==> src/rtl/prism_cfg_pkg.sv <==
// Shared definitions for the PRISM configuration readback path: register offsets,
// FSM state and operation enums, and the CRC-CCITT constants and bit-serial update.
package prism_cfg_pkg;

  localparam logic [5:0] RegPtr = 6'h10;
  localparam logic [5:0] RegLo  = 6'h14;
  localparam logic [5:0] RegHi  = 6'h18;
  localparam logic [5:0] RegCrc = 6'h1C;

  localparam logic [15:0] CrcPoly = 16'h1021;
  localparam logic [15:0] CrcInit = 16'hFFFF;

  typedef enum logic [2:0] {
    StIdle,
    StWait,
    StSelect,
    StPresent,
    StDone
  } reader_state_e;

  typedef enum logic [1:0] {
    OpPtr,
    OpLo,
    OpHi,
    OpCrc
  } reader_op_e;

  // Feeds the low nbits of data into the CRC, most significant bit first.
  function automatic logic [15:0] crc16_update(input logic [15:0] crc, input logic [63:0] data,
                                               input int unsigned nbits);
    logic [15:0] c;
    logic        fb;
    c = crc;
    for (int i = 63; i >= 0; i--) begin
      if (i < int'(nbits)) begin
        fb = c[15] ^ data[i];
        c  = {c[14:0], 1'b0};
        if (fb) c = c ^ CrcPoly;
      end
    end
    return c;
  endfunction

endpackage

==> src/rtl/prism_config_reader_if.sv <==
// Peripheral bus seen by the PRISM config reader: core-driven request side plus
// the reader's hit/data/ready response.
interface prism_config_reader_if;
  logic [5:0]  address;
  logic [31:0] data_in;
  logic [1:0]  data_write_n;
  logic [1:0]  data_read_n;
  logic        hit;
  logic [31:0] rd_data;
  logic        rd_ready;

  modport master (
    output address, data_in, data_write_n, data_read_n,
    input  hit, rd_data, rd_ready
  );

  modport slave (
    input  address, data_in, data_write_n, data_read_n,
    output hit, rd_data, rd_ready
  );
endinterface

==> src/rtl/prism_cfg_word_mux.sv <==
// Registered DEPTH:1 selector picking one WIDTH-bit entry out of the latch chain.
module prism_cfg_word_mux #(
  parameter int unsigned WIDTH = 48,
  parameter int unsigned DEPTH = 8,
  parameter int unsigned PTR_W = 3
) (
  input  logic                   clk,
  input  logic                   rst_n,
  input  logic                   en,
  input  logic [PTR_W-1:0]       sel,
  input  logic [WIDTH*DEPTH-1:0] entries,
  output logic [WIDTH-1:0]       q
);

  always_ff @(posedge clk or negedge rst_n) begin
    if (!rst_n) begin
      q <= '0;
    end else if (en) begin
      q <= entries[32'(sel)*WIDTH +: WIDTH];
    end
  end

endmodule

==> src/rtl/prism_config_reader.sv <==
// PRISM config chain readback: PTR / DATA_LO / DATA_HI registers with an atomic
// snapshot. Optional CRC-CCITT over snapshots at 0x1C when PRISM_CFG_CRC_EN is defined.
module prism_config_reader
  import prism_cfg_pkg::*;
#(
  parameter int unsigned WIDTH = 48,
  parameter int unsigned DEPTH = 8,
  parameter int unsigned PTR_W = 3
) (
  input  logic                   clk,
  input  logic                   rst_n,
  prism_config_reader_if.slave   bus,
  input  logic [WIDTH*DEPTH-1:0] config_bus,
  input  logic                   loader_busy,
  output logic [PTR_W-1:0]       rd_ptr
);

  reader_state_e    state_q, state_d;
  reader_op_e       op_q, op_d;
  logic [PTR_W-1:0] ptr_q, ptr_d;
  logic [WIDTH-1:0] holding_q, holding_d;
  logic [WIDTH-1:0] mux_q;
  logic             mux_en;
  logic             read_req, write_req;
  logic             hit_ptr, hit_lo, hit_hi, hit_crc;
  logic [31:0]      word, crc_word;

  assign read_req  = bus.data_read_n != 2'b11;
  assign write_req = bus.data_write_n != 2'b11;
  assign hit_ptr   = bus.address == RegPtr;
  assign hit_lo    = bus.address == RegLo;
  assign hit_hi    = bus.address == RegHi;
`ifdef PRISM_CFG_CRC_EN
  assign hit_crc   = bus.address == RegCrc;
`else
  assign hit_crc   = 1'b0;
`endif
  assign bus.hit   = hit_ptr | hit_lo | hit_hi | hit_crc;
  assign rd_ptr    = ptr_q;

  prism_cfg_word_mux #(
    .WIDTH (WIDTH),
    .DEPTH (DEPTH),
    .PTR_W (PTR_W)
  ) u_word_mux (
    .clk     (clk),
    .rst_n   (rst_n),
    .en      (mux_en),
    .sel     (ptr_q),
    .entries (config_bus),
    .q       (mux_q)
  );

  always_comb begin
    state_d   = state_q;
    op_d      = op_q;
    ptr_d     = ptr_q;
    holding_d = holding_q;
    mux_en    = 1'b0;
    unique case (state_q)
      StIdle: begin
        if (write_req && hit_ptr) ptr_d = bus.data_in[PTR_W-1:0];
        if (read_req) begin
          if (hit_lo) begin
            op_d    = OpLo;
            state_d = loader_busy ? StWait : StSelect;
          end else if (hit_ptr) begin
            op_d    = OpPtr;
            state_d = StPresent;
          end else if (hit_hi) begin
            op_d    = OpHi;
            state_d = StPresent;
          end else if (hit_crc) begin
            op_d    = OpCrc;
            state_d = StPresent;
          end
        end
      end
      StWait: begin
        if (!loader_busy) state_d = StSelect;
      end
      StSelect: begin
        // A capture taken while the loader is active may be torn; retry it.
        mux_en  = 1'b1;
        state_d = loader_busy ? StWait : StPresent;
      end
      StPresent: begin
        state_d = StDone;
        if (op_q == OpLo) holding_d = mux_q;
        if (op_q == OpHi) ptr_d = ptr_q + PTR_W'(1);
      end
      StDone: begin
        if (!read_req) state_d = StIdle;
      end
      default: state_d = StIdle;
    endcase
  end

  always_ff @(posedge clk or negedge rst_n) begin
    if (!rst_n) begin
      state_q   <= StIdle;
      op_q      <= OpPtr;
      ptr_q     <= '0;
      holding_q <= '0;
    end else begin
      state_q   <= state_d;
      op_q      <= op_d;
      ptr_q     <= ptr_d;
      holding_q <= holding_d;
    end
  end

`ifdef PRISM_CFG_CRC_EN
  logic [15:0] crc_q, crc_d;

  always_comb begin
    crc_d = crc_q;
    if (state_q == StIdle && write_req && hit_crc) begin
      crc_d = CrcInit;
    end else if (state_q == StPresent && op_q == OpLo) begin
      crc_d = crc16_update(crc_q, 64'(mux_q), WIDTH);
    end
  end

  always_ff @(posedge clk or negedge rst_n) begin
    if (!rst_n) begin
      crc_q <= CrcInit;
    end else begin
      crc_q <= crc_d;
    end
  end

  assign crc_word = {16'h0000, crc_q};
`else
  assign crc_word = 32'h0;
`endif

  // The LO word is presented straight from the mux register, i.e. the value holding takes.
  always_comb begin
    word = 32'h0;
    unique case (op_q)
      OpPtr: word = {loader_busy, {(31 - PTR_W){1'b0}}, ptr_q};
      OpLo:  word = mux_q[31:0];
      OpHi:  word = 32'(holding_q[WIDTH-1:32]);
      OpCrc: word = crc_word;
      default: word = 32'h0;
    endcase
  end

  assign bus.rd_ready = state_q == StPresent;
  assign bus.rd_data  = bus.rd_ready ? word : 32'h0;

  logic unused_bits;
  assign unused_bits = ^{bus.data_in[31:PTR_W], holding_q[31:0]};

endmodule

==> src/flat_wrapper.sv <==
// flat-port wrapper written by rule: the top's interface ports become plain ports
module prism_config_reader_flat import prism_cfg_pkg::*;
#(
  parameter int unsigned WIDTH = 48,
  parameter int unsigned DEPTH = 8,
  parameter int unsigned PTR_W = 3
)
  (clk, rst_n, config_bus, loader_busy, rd_ptr, bus_address, bus_data_in, bus_data_write_n, bus_data_read_n, bus_hit, bus_rd_data, bus_rd_ready);
  prism_config_reader_if bus_i ();
  input  logic clk;
  input  logic rst_n;
  input  logic [WIDTH*DEPTH-1:0] config_bus;
  input  logic loader_busy;
  output logic [PTR_W-1:0] rd_ptr;
  input wire logic [$bits(bus_i.address)-1:0] bus_address;
  input wire logic [$bits(bus_i.data_in)-1:0] bus_data_in;
  input wire logic [$bits(bus_i.data_write_n)-1:0] bus_data_write_n;
  input wire logic [$bits(bus_i.data_read_n)-1:0] bus_data_read_n;
  output wire logic [$bits(bus_i.hit)-1:0] bus_hit;
  output wire logic [$bits(bus_i.rd_data)-1:0] bus_rd_data;
  output wire logic [$bits(bus_i.rd_ready)-1:0] bus_rd_ready;
  assign bus_i.address = bus_address;
  assign bus_i.data_in = bus_data_in;
  assign bus_i.data_write_n = bus_data_write_n;
  assign bus_i.data_read_n = bus_data_read_n;
  assign bus_hit = bus_i.hit;
  assign bus_rd_data = bus_i.rd_data;
  assign bus_rd_ready = bus_i.rd_ready;
  prism_config_reader #(.WIDTH(WIDTH), .DEPTH(DEPTH), .PTR_W(PTR_W)) u_core (.clk(clk), .rst_n(rst_n), .bus(bus_i), .config_bus(config_bus), .loader_busy(loader_busy), .rd_ptr(rd_ptr));
endmodule
==> config.mk <==
export PLATFORM = sky130hd
export DESIGN_NAME = prism_config_reader_flat
export DESIGN_NICKNAME = d
export VERILOG_FILES = /design/src/rtl/prism_cfg_pkg.sv /design/src/rtl/prism_config_reader_if.sv /design/src/rtl/prism_cfg_word_mux.sv /design/src/rtl/prism_config_reader.sv /design/src/flat_wrapper.sv
export SDC_FILE = /design/constraint.sdc
export NUM_CORES = 1
export LEC_CHECK = 0
export CORE_AREA = 8 8 173 175
export CTS_CLUSTER_SIZE = 10
export DETAILED_ROUTE_END_ITERATION = 10
export DIE_AREA = 0 0 181 183
export DONT_BUFFER_PORTS = 1
export PLACE_DENSITY = 0.46
export SLEW_MARGIN = 10
export SYNTH_ARGS = -nofsm -noshare
export SYNTH_HDL_FRONTEND = slang
export SYNTH_SLANG_ARGS = --single-unit
==> constraint.sdc <==
create_clock -name clk -period 6 [get_ports clk]
set_clock_uncertainty 0.2 [all_clocks]
set_input_delay 1.2 -clock clk [delete_from_list [all_inputs] [get_ports clk]]
set_output_delay 1.2 -clock clk [all_outputs]
set_load 0.02 [all_outputs]
---- Word-level counts from Yosys, hierarchy flattened ----
Cells that the tools add are included.
cells by class
  bitwise gates (word level) .............. 2
  shift operators ......................... 1
  reduce and logical (&&, ||, !) cells .... 9
  multiplexer cells ....................... 18
  add/subtract/negate cells ............... 1
  multipliers ............................. 1
  equal/unequal tests ..................... 18
operators by type and width
  operator                                                                 number
  384-bit by 10-bit variable part select with 48-bit output                1
  32-bit case mux with 4 select lines                                      1
  32-bit 2-to-1 mux                                                        1
  3-bit 2-to-1 mux                                                         8
  6-bit by 5-bit == test with 1-bit output, second input constant          3
  3-bit case mux with 5 select lines                                       1
  2-bit 2-to-1 mux                                                         5
  2-bit inequality test, second input constant                             5
  3-bit by 2-bit == test with 1-bit output, second input constant          2
  3-bit case mux with 2 select lines                                       1
  3-bit AND reduction                                                      2
  3-bit by 2-bit multiplier with 5-bit output, second input constant       1
  2-bit == test, second input constant                                     2
  2-bit by 1-bit inequality test with 1-bit output, second input constant  2
  4-bit by 1-bit inequality test with 1-bit output, second input constant  1
  4-bit AND reduction                                                      1
  3-bit by 1-bit adder with 3-bit output, second input constant            1
  3-bit by 1-bit == test with 1-bit output, second input constant          1
  3-bit == test, second input constant                                     1
  3-bit zero test                                                          1
  3-bit nonzero test                                                       1
  2-bit by 1-bit == test with 1-bit output, second input constant          1
  2-bit zero test                                                          1
  1-bit OR                                                                 2
  other kinds (4)                                                          4
storage, ports and cells
  bits of input ports ..................... 429
  logic and storage cells ................. 55
  bits in registers ....................... 104
  output and inout port bits .............. 37

---- Logic depth before layout (Yosys ltp) ----
  depth in word-level cells ............... 6
  mapped depth ............................ 7

---- Hierarchy ----
From an unflattened synthesis, not the netlist that was laid out.
unflattened totals
  cells, all modules ...................... 680
  area, all modules ....................... 6535.0 µm²
by module, submodules not included
  module               cells each  instances  area an instance (µm²)
  prism_cfg_word_mux   545         1          5109.9
  prism_config_reader  135         1          1425.1

---- Worst setup path after synthesis ----
Ideal clock, no wire load.
  path type ............................... input to output
  from .................................... input bus_address[1]
  to ...................................... output bus_hit
  stages on the path ...................... 2
  path buffers ............................ 0
  arrival ................................. 2126 ps
  setup slack ............................. 2474 ps
  required time ........................... 4600 ps
  cell sequence ........................... or4b_4 a21oi_1
between the ends
  longest elaborated chain between the ends .. 3
ends and longest elaborated chain
  element                                                             RTL line                                              text
  start: declaration                                                  flat_wrapper.sv:15                                    input wire logic [$bits(bus_i.address)-1:0] bus_address;
  6-bit by 5-bit == test with 1-bit output, on equally long branches  prism_config_reader.sv:30, prism_config_reader.sv:31
  1-bit OR                                                            prism_config_reader.sv:38                             assign bus.hit = hit_ptr | hit_lo | hit_hi | hit_crc;
  1-bit OR (*)                                                        prism_config_reader.sv:38
  end: declaration                                                    flat_wrapper.sv:19                                    output wire logic [$bits(bus_i.hit)-1:0] bus_hit;
Mark *: on every way between the ends. The rest lies on a longest branch, timed or not.

---- Worst setup path in the final report ----
  from .................................... register u_core.state_q[2]
  to ...................................... output bus_rd_data[13]
between the ends
  longest elaborated chain between the ends .. 2
ends and longest elaborated chain
  element                                   RTL line                    text
  start: declaration                        prism_config_reader.sv:18   reader_state_e state_q, state_d;
  start signal: assignment                  prism_config_reader.sv:101  state_q <= StIdle;
  start signal: assignment                  prism_config_reader.sv:106  state_q <= state_d;
  3-bit by 2-bit == test with 1-bit output  prism_config_reader.sv:150  assign bus.rd_ready = state_q == StPresent;
  net bus_rd_ready                          flat_wrapper.sv:21          output wire logic [$bits(bus_i.rd_ready)-1:0] bus_rd_ready;
  32-bit 2-to-1 mux                         prism_config_reader.sv:151  assign bus.rd_data = bus.rd_ready ? word : 32'h0;
  end: declaration                          flat_wrapper.sv:20          output wire logic [$bits(bus_i.rd_data)-1:0] bus_rd_data;
The timed path passes the listed nets, and every way through them passes these cells.

==> reports/metrics.cfg <==
[drt]
firstDrtPassIters = 4
routed_wl_um = 23900
wl_per_cell_um = 30.4
drtIter0Drc = 299
vias = 4244
viasPerCell = 5.39
drcViolationCount = 0
drtAntennaViolNets = 0

[worst_setup_path]
worst-setup-path-type = reg -> out
regToRegSetupSlack_ns = 2.53
rr_endpoint = u_core.u_word_mux.q[43]
slowest_stage = and3_2
crit_arrival_ns = 2.83
crit_chain = nand3b_2 > inv_2 > and3_2 > buf_4 > a22o_1
max_stage_delay_ns = 0.60
rr_startpoint = u_core.rd_ptr[0]
worstPathMaxFanout = 26
end_kind = primary output
worstPathRequired_ns = 4.60
crit_end = bus_rd_data[13]
cp-start-kind = register
critPathLaunch = u_core.state_q[2]
reg2reg_depth = 4
crit_buf_inv = 2
path_delay_family = simple AND/OR/NAND/NOR gates
critical_path_cell_count = 5

[yosys]
synth_fp_nets = 897
synthDistinctLibCells = 41
synthTopCellsByArea = mux4_2 37%, dfrtp_1 31%, mux2i_1 8.8%
ys_warn_count = 0
synth_seq_cells = 72
ys_seq_area_frac = 0.305
syn_area_sq_mm = 0.00590
postSynthAreaPerCell_sq_um = 12.6
synth_largest_area_cell = mux4_2
synthDominantCellAreaShare = 0.366
syn-instance-count = 467

[clock_network]
cts_tree = yes
ctsResizeCount = 0
postCtsSetupRepairBufs = 0
cts_sinks = 72
cts_buffers = 9
insertion_delay_ns = 0.33
htreeDepth = 3
cts_hold_buf = 0
cts.clk_slew.worst_paths_ns = 0.06
cts_buffer_depth = 2
clock-root-buffer = clkbuf_16

[sta]
setup_viol = 0
min_period_over_period = 0.704
setup_ws_ns = 1.77
maxSlewViolCount = 0
rsz0062_at_grt = no
tightest_slew_ns = 1.04
timing.final.hold_violations = 0
fmax_ghz = 0.237
finalCriticalPeriod_ns = 4.23
setup_tns_ns = 0
relSlewSlack = 0.309

[power]
power_mw = 3.10
combPwrFrac = 0.518
p_per_area_mw_per_mm2 = 480
intPower_mw = 1.86
seqPwrFrac = 0.307
switching_share = 0.401
p_sw_mw = 1.24
ir_drop_mv = 0.160
p_leak_nw = 2.25
clkPwrFrac = 0.176

[cells_and_area]
finalInstanceArea_sq_mm = 0.00646
final_layout_size_suffix_gt1_frac = 0.329
final_nets = 866
finalCoreUtilization = 0.236
nFillCells = 2913
area_growth_pct = 9.44
diodes = 0

[placed_design]
globalplace.congestion = 0.806
dpl_cell_area_sq_mm = 0.00616
io_buffers = 0
dp_hpwl_um = 19800
place_ws_ns = 2.09

[floorplan]
pin_count = 466
std_cell_rows = 61
die_h_um = 183
die_w_um = 181
initial_core_util = 0.216
die_area_sq_mm = 0.0331
core_sq_mm = 0.0273

[global_route]
grt_pass1_wl_um = 33900
overflow = 0
grt_start_max_net_pins = 97
first_global_vias = 4647
grt_use_total = 0.137
grt_antenna_before_repair = 0

[min_path]
hold_path_depth = 1
hp-class = reg -> reg

[job]
maxCapViolCount = 0

[outcome]
status = completed

==> power groups by stage <==
stage / registers, mW / logic (mW) / clock network (mW)
2_1_floorplan: 0.770 / 1.49 / 0
3_3_place_gp: 0.953 / 1.59 / 0
3_5_place_dp: 0.969 / 1.63 / 0
4_1_cts: 0.961 / 1.63 / 0.570
5_1_grt: 0.991 / 1.76 / 0.589
6_report: 0.950 / 1.60 / 0.544
==> cell usage after synthesis <==
cell,number
nor2_1,59
clkbuf_1,18
mux4_2,96
buf_4,3
a311oi_1,1
nor2_2,1
nand2_1,10
inv_2,2
o2bb2ai_1,1
dfrtp_1,72
or4_4,1
and2_1,16
nand3b_1,1
nand2b_1,1
mux2_1,1
o22ai_1,1
or4b_4,1
mux2_4,1
inv_1,1
o21bai_1,1
and3_1,1
mux2i_1,52
a2111oi_4,1
nand3_1,2
nor3_1,1
a2bb2oi_1,1
nor3_4,1
nand3b_2,1
nand4_1,2
mux2_2,16
buf_6,1
o22a_1,1
a22o_1,13
o21ai_0,3
buf_1,7
a21oi_1,54
nor3b_1,1
buf_2,17
nor4b_1,2
a31oi_1,1
ha_1,1
==> logic make-up (layout without fill, tap and decap cells) <==
logic type,Yosys count,count (layout),share of synthesized area
AOI/OAI and AO/OA,78,78,0.0817
adders and majority gates,1,1,0.00212
buffers and inverters,49,23,0.0380
DFF,72,72,0.305
muxes,166,166,0.490
and+or+nand+nor,101,101,0.0831
==> layout by cell type (no fill, tap or decap), types with 2 or more instances in the layout <==
cell type | Yosys | final
a22o_1 | 13 | 13
a21oi_1 | 54 | 54
and2_1 | 16 | 15
clkbuf_16 | 0 | 9
clkinv_2 | 0 | 3
o21ai_0 | 3 | 3
inv_2 | 2 | 2
nand4_1 | 2 | 2
nor2_1 | 59 | 59
dfrtp_1 | 72 | 70
mux2i_1 | 52 | 52
nand2_1 | 10 | 10
nand3_1 | 2 | 2
dfrtp_4 | 0 | 2
mux4_2 | 96 | 96
nor4b_1 | 2 | 2
mux2_2 | 16 | 16
buf_4 | 3 | 4
==> how the worst min path moves through the flow <==
stage	from	to	slack, ns
2_1_floorplan	u_core.holding_q[36]	u_core.holding_q[36]	0.26
6_report	u_core.holding_q[36]	u_core.holding_q[36]	0.30
3_5_place_dp	u_core.holding_q[36]	u_core.holding_q[36]	0.30
5_1_grt	rst_n	u_core.u_word_mux.q[11]	0.33
4_1_cts	u_core.holding_q[36]	u_core.holding_q[36]	0.31
3_3_place_gp	u_core.holding_q[36]	u_core.holding_q[36]	0.28
==> through the flow <==
step                hold WS [ns]  cells
CTS                        0.309    787
detailed placement         0.297    771
floorplan                  0.259    467
global placement           0.283    771
global route               0.327    787
finish                     0.300    787
==> final cells by class <==
type	count	area [sq um]	area share
multi-input cells	346	3880	0.601
flip-flops and latches	72	1810	0.280
well taps	346	433	0.0671
clock buffers	9	225	0.0349
clock inverters	7	70.1	0.0109
repair buffers	4	30.0	0.00465
inverters	3	11.3	0.00174
==> sequential cells by signal, indices dropped and copies added, names as in the netlist <==
name                 count
u_core.state_q           3
u_core.rd_ptr            3
u_core.op_q              2
u_core.holding_q        16
u_core.u_word_mux.q     48
==> metal layers <==
metal,vias to the layer above,GRT usage,routed length (um)
li1,1792,-,-
met4,0,0.0318,252
met3,12,0.0637,2820
met2,320,0.243,12300
met1,2120,0.147,8570
met5,-,0,0
Power figures use the tool's default switching activity.
